## src/rtl/ram_arb_pkg.sv

```systemverilog
// Shared types and constants for the instruction/data RAM port arbiter.
package ram_arb_pkg;

  typedef enum logic [1:0] {
    OWN_NONE  = 2'd0,
    OWN_INSTR = 2'd1,
    OWN_DATA  = 2'd2
  } owner_e;

  localparam logic [3:0] RAM_BE_FULL = 4'hF;
  localparam int         WAIT_W      = 4;

  typedef logic [WAIT_W-1:0] wait_t;

endpackage

```

## src/rtl/ram_port_arbiter.sv

```systemverilog
// Arbitrates the CV32E40P instruction and data OBI ports onto one single-port RAM,
// routing each 1-cycle-latency response back to the master that was granted.
module ram_port_arbiter
  import ram_arb_pkg::*;
#(
  parameter int SIZE_WORDS = 1024,
  parameter int MAX_WAIT   = 4
) (
  input  logic        clk,
  input  logic        rst,
  input  logic        instr_req_i,
  input  logic [31:0] instr_addr_i,
  output logic        instr_gnt_o,
  output logic        instr_rvalid_o,
  output logic [31:0] instr_rdata_o,
  output logic        instr_err_o,
  input  logic        data_req_i,
  input  logic        data_we_i,
  input  logic [31:0] data_addr_i,
  input  logic [31:0] data_wdata_i,
  input  logic [3:0]  data_be_i,
  output logic        data_gnt_o,
  output logic        data_rvalid_o,
  output logic [31:0] data_rdata_o,
  output logic        data_err_o,
  output logic        ram_req_o,
  output logic        ram_we_o,
  output logic [31:0] ram_addr_o,
  output logic [31:0] ram_wdata_o,
  output logic [3:0]  ram_be_o,
  input  logic [31:0] ram_rdata_i,
  input  logic        ram_rvalid_i
);

  owner_e      owner_q;
  logic        oor_q;
  logic        we_q;
  wait_t       wait_q;
  logic [31:0] instr_rdata_q;
  logic [31:0] data_rdata_q;

  logic        instr_oor;
  logic        data_oor;
  logic        resp_valid;
  logic [31:0] resp_rdata;

  assign instr_oor = instr_addr_i[31:2] >= 30'(SIZE_WORDS);
  assign data_oor  = data_addr_i[31:2]  >= 30'(SIZE_WORDS);

  always_comb begin
    instr_gnt_o = 1'b0;
    data_gnt_o  = 1'b0;
    if (!rst) begin
      if (instr_req_i && (!data_req_i || wait_q == wait_t'(MAX_WAIT))) begin
        instr_gnt_o = 1'b1;
      end else if (data_req_i) begin
        data_gnt_o = 1'b1;
      end
    end
  end

  // Out-of-range grants never reach the RAM; they are answered locally next cycle.
  always_comb begin
    ram_req_o   = 1'b0;
    ram_we_o    = 1'b0;
    ram_addr_o  = '0;
    ram_wdata_o = '0;
    ram_be_o    = '0;
    if (instr_gnt_o && !instr_oor) begin
      ram_req_o  = 1'b1;
      ram_addr_o = instr_addr_i;
      ram_be_o   = RAM_BE_FULL;
    end else if (data_gnt_o && !data_oor) begin
      ram_req_o   = 1'b1;
      ram_we_o    = data_we_i;
      ram_addr_o  = data_addr_i;
      ram_wdata_o = data_wdata_i;
      ram_be_o    = data_be_i;
    end
  end

  assign resp_valid = oor_q | ram_rvalid_i;
  assign resp_rdata = (oor_q || we_q) ? '0 : ram_rdata_i;

  // rdata is live during the owner's response and otherwise replays the last delivered word.
  always_comb begin
    instr_rvalid_o = 1'b0;
    instr_err_o    = 1'b0;
    instr_rdata_o  = instr_rdata_q;
    data_rvalid_o  = 1'b0;
    data_err_o     = 1'b0;
    data_rdata_o   = data_rdata_q;
    unique case (owner_q)
      OWN_INSTR: begin
        instr_rvalid_o = resp_valid;
        instr_err_o    = oor_q;
        if (resp_valid) instr_rdata_o = resp_rdata;
      end
      OWN_DATA: begin
        data_rvalid_o = resp_valid;
        data_err_o    = oor_q;
        if (resp_valid) data_rdata_o = resp_rdata;
      end
      default: ;
    endcase
  end

  always_ff @(posedge clk or posedge rst) begin
    if (rst) begin
      owner_q       <= OWN_NONE;
      oor_q         <= 1'b0;
      we_q          <= 1'b0;
      wait_q        <= '0;
      instr_rdata_q <= '0;
      data_rdata_q  <= '0;
    end else begin
      instr_rdata_q <= instr_rdata_o;
      data_rdata_q  <= data_rdata_o;
      if (instr_gnt_o) begin
        owner_q <= OWN_INSTR;
        oor_q   <= instr_oor;
        we_q    <= 1'b0;
      end else if (data_gnt_o) begin
        owner_q <= OWN_DATA;
        oor_q   <= data_oor;
        we_q    <= data_we_i;
      end else begin
        owner_q <= OWN_NONE;
        oor_q   <= 1'b0;
        we_q    <= 1'b0;
      end
      if (!instr_req_i || instr_gnt_o) begin
        wait_q <= '0;
      end else if (wait_q != wait_t'(MAX_WAIT)) begin
        wait_q <= wait_q + wait_t'(1);
      end
    end
  end

endmodule

```

## config.mk

```make
export PLATFORM = sky130hd
export DESIGN_NAME = ram_port_arbiter
export DESIGN_NICKNAME = d
export VERILOG_FILES = /design/src/rtl/ram_arb_pkg.sv /design/src/rtl/ram_port_arbiter.sv
export SDC_FILE = /design/constraint.sdc
export NUM_CORES = 1
export LEC_CHECK = 0
export CAP_MARGIN = 20
export CELL_PAD_IN_SITES_DETAIL_PLACEMENT = 2
export CELL_PAD_IN_SITES_GLOBAL_PLACEMENT = 2
export CORE_AREA = 10 10 166 168
export DETAILED_ROUTE_END_ITERATION = 8
export DIE_AREA = 0 0 176 178
export PLACE_DENSITY = 0.85
export SYNTH_ARGS = -nofsm -noshare
export SYNTH_HDL_FRONTEND = slang
export SYNTH_SLANG_ARGS = --single-unit
```

## constraint.sdc

```tcl
create_clock -name clk -period 4.1 [get_ports clk]
set_input_delay 0.82 -clock clk [delete_from_list [all_inputs] [get_ports clk]]
set_output_delay 0.82 -clock clk [all_outputs]
set_load 0.02 [all_outputs]
```

==> summary.md <==
| Metric | Value |
|---|---|
| Maximum root-to-sink buffer count | 2 |
| CTS root buf | clkbuf_16 |
| Routed WL | 18.4 mm |
| Clock slew at reported path FFs | 60 ps |
| # setup viols final | 0 |
| Maximum VDD drop | 0.172 mV |
| Reg-to-Reg Start | oor_q |
| Most frequent cells in the layout | clkdlybuf4s50_1 (251), nand2_1 (99), dfrtp_1 (72) |
| Hold_buf cts | 0 |
| Die ar. | about 0.031 mm2 |
| Synth area leaders | dfrtp_1 (51%), nand2_1 (10%), o21ai_0 (9.3%) |
| Crit path max fanout | 4 |
| Startpoint types | primary input |
| First-pass GRT wire length | 27.2 mm |
| Layout area overhead | 91.6% |
| Leak | roughly 2.8 nW |
| Nets | 791 |
| Die W | 176 um |
| Final Skew | between 10 and 15 ps |
| Met1 Track Usage GR | 0.115 |
| Cells after Synth | 392 |
| CP Class | primary input to output port |
| Max-cap violations | 0 |
| GRT overflow | 0 |
| Initial antenna violation count | 0 |
| Seq cells post-synth | 72 |
| Vias per cell | just under 4 |
| CTS tree | done |
| Status | finished clean |
| Fin Hold WS | ~490 ps |
| Final core area utilization | 0.283 |
| Power Density | approximately 380 mW/mm2 |
| Grt met2 use | 0.205 |
| Area occupied by multi-input gates | ~0.0016 mm2 |
| Core area | 0.0241 mm2 |
| Met3 GRT Util | 0.0607 |
| Crit path buffers/inverters | 3 |
| Most used cell, CP | clkdlybuf4s50_1 |
| GRT Util Overall | 0.114 |
| Hpwl dp | 15.3 mm |
| Number of I/O pins | 278 |
| Post-synth EDFFs | 0 |
| Yosys top cell area share | 0.505 |
| Row count | 57 |
| Cts bufs inserted | 9 |
| Max incr delay on CP | 640 ps |
| Register-to-register setup slack | 2340 ps |
| Storage element area | approximately 0.0018 mm2 |
| Routed Antenna Nets | 0 |
| Die height | 178 um |
| Tcrit/Tclk final | 0.960 |
| Netlist cell types | 31 |
| Critical Path RT | ~3300 ps |
| Max Freq | 254 MHz |
| Seq/Total Area, Yosys | 0.505 |
| Critical Path AT | about 3100 ps |
| Slew Limit Headroom | 0.640 |
| Post-synth ARST share | 1.00 |
| Cell taking the most area after synthesis | dfrtp_1 |
| Worst slew pin tran | 539 ps |
| Syn avg cell area | 9.09 um2 |
| Placer Congestion | around 0.69 |
| GRT Max-Usage Layer | met2 |
| Worst min path class | flip-flop to flip-flop |
| Commonest non-fill, non-tap cell in the layout | clkdlybuf4s50_1 |
| Worst reg2reg path depth | 6 |
| Crit path time final | between 3000 and 4000 ps |
| DRC Markers | 0 |
| Initial drt markers | 126 |
| Number of global-route vias before repair | roughly 4,400 |
| # port buffers | 257 |
| Fillcell total | 2,773 |
| Netlist Area Pre-Place | 0.00356 mm2 |
| DR pass1 iterations | 4 |
| Initial Util | 0.148 |
| CP startpoint | data_addr_i[16] |
| Final hold vios | 0 |
| Slowest-stage cell, CP | clkdlybuf4s50_1 |
| Fin. max-slew vios | 0 |
| Crit path capture type | output port |
| Cell depth of the worst setup path | 7 |
| N_diodes | 0 |
| Critical path endpoint | ram_addr_o[1] |
| Via count | 3,833 |
| Worst path top cell family by delay | buffers and inverters |
| Largest net degree at the start of global routing | 40 |
| RSZ-0062 raised after global routing | no |
| Top FF cell, synth | dfrtp_1 |
| Worst-path cell chain | clkdlybuf4s50_1, nor4_1, nand4_1, nor2_4, buf_4, a32o_1, clkdlybuf4s50_1 |
| Critical R2R Capture | data_rdata_q[25] |
| Layout cell share with drive strength beyond 1 | 0.108 |
| H-Tree Depth | 3 |
| YS warnings | 0 |
| Wirelength per Cell | 18.8 um |
| Sink Count | around 70 |
| Skew-Pair Late Insertion Delay | 350 ps |
==> worst reg2reg max path, cell delays in order (launching register included) <==
cell	delay, ps
dfrtp_1	440
nor2_1	80
or3b_2	460
buf_4	260
buf_4	210
nand2_1	50
o21ai_0	120
==> report_power, final <==
group,total (W),leakage [nW],internal [W],switching [W]
Clock,0.000802,0.150,0.000477,0.000325
Combinational,0.000877,1.74,0.000405,0.000472
Sequential,0.000889,0.940,0.000846,0.0000434
Total,0.00257,2.83,0.00173,0.000840
==> what timing repair did <==
action / CTS / global route
endpoints found under the setup margin: 7 / 9
cloned: 0 / 0
pin swaps: 0 / 1
gates resized for setup: 1 / 0
buffers inserted: 0 / 4
==> flip-flops by register name (all words and copies together), names as in the netlist <==
signal	cells
owner_q	2
wait_q	4
instr_rdata_q	32
data_rdata_q	32
we_q	1
oor_q	1
==> synth_stat cells (3+ instances only) <==
master and n:
dfrtp_1 72, nor4_1 8, a32o_1 16, clkbuf_2 3, buf_2 11, inv_1 6
buf_4 22, and2_1 24, nand2_1 99, o21ai_0 66, and2_2 22, a21oi_1 4
clkbuf_1 9, nor2_1 5
==> worst min path at each step <==
stage	depth (start not counted)	from	end	slack [ps]
after floorplan	2	wait_q[3]	wait_q[3]	530
after global placement	2	data_rdata_q[11]	data_rdata_q[11]	470
after detailed placement	2	data_rdata_q[6]	data_rdata_q[6]	480
final	2	data_rdata_q[1]	data_rdata_q[1]	490
after global routing	2	data_rdata_q[1]	data_rdata_q[1]	510
after CTS	2	data_rdata_q[6]	data_rdata_q[6]	500
==> logic make-up (layout without fill, tap and decap cells) <==
logic type                 Yosys count  count (layout)  share of synthesized area
other                                1              20                    0.00105
adders and majority gates            2               2                    0.00702
AOI/OAI and AO/OA                   87              87                      0.145
and+or+nand+nor                    176             176                      0.253
DFF                                 72              72                      0.505
buffers and inverters               52             297                     0.0828
xor gates and xnor gates             2               2                    0.00491
==> per-layer routing <==
metal	part of all wire	wire length, um	vias to the layer above
li1	-	-	1792
met1	0.37	6770	1840
met2	0.51	9430	193
met3	0.11	2020	8
met4	0.0084	154	0
met5	0	0	-
==> metrics by stage <==
step	area (um2)	setup TNS, ps	std cells	setup WS (ps)	total power, W
after floorplan	3640	0	411	150	0.00129
after global placement	6490	0	960	124	0.00176
after detailed placement	6490	-11.2	960	-7.04	0.00180
after CTS	6800	0	976	96.2	0.00263
after global routing	6830	0	980	10.3	0.00273
final	6830	0	980	166	0.00257
==> layout make-up <==
| type | instances | area share |
|---|---|---|
| timing repair buffer | 274 | 0.401 |
| sequential | 72 | 0.264 |
| clock buffer | 9 | 0.0330 |
| inverter | 7 | 0.00440 |
| clock inverter | 7 | 0.0115 |
| multi-input combinational | 287 | 0.227 |
| tap | 324 | 0.0594 |
Power figures use the tool's default switching activity.
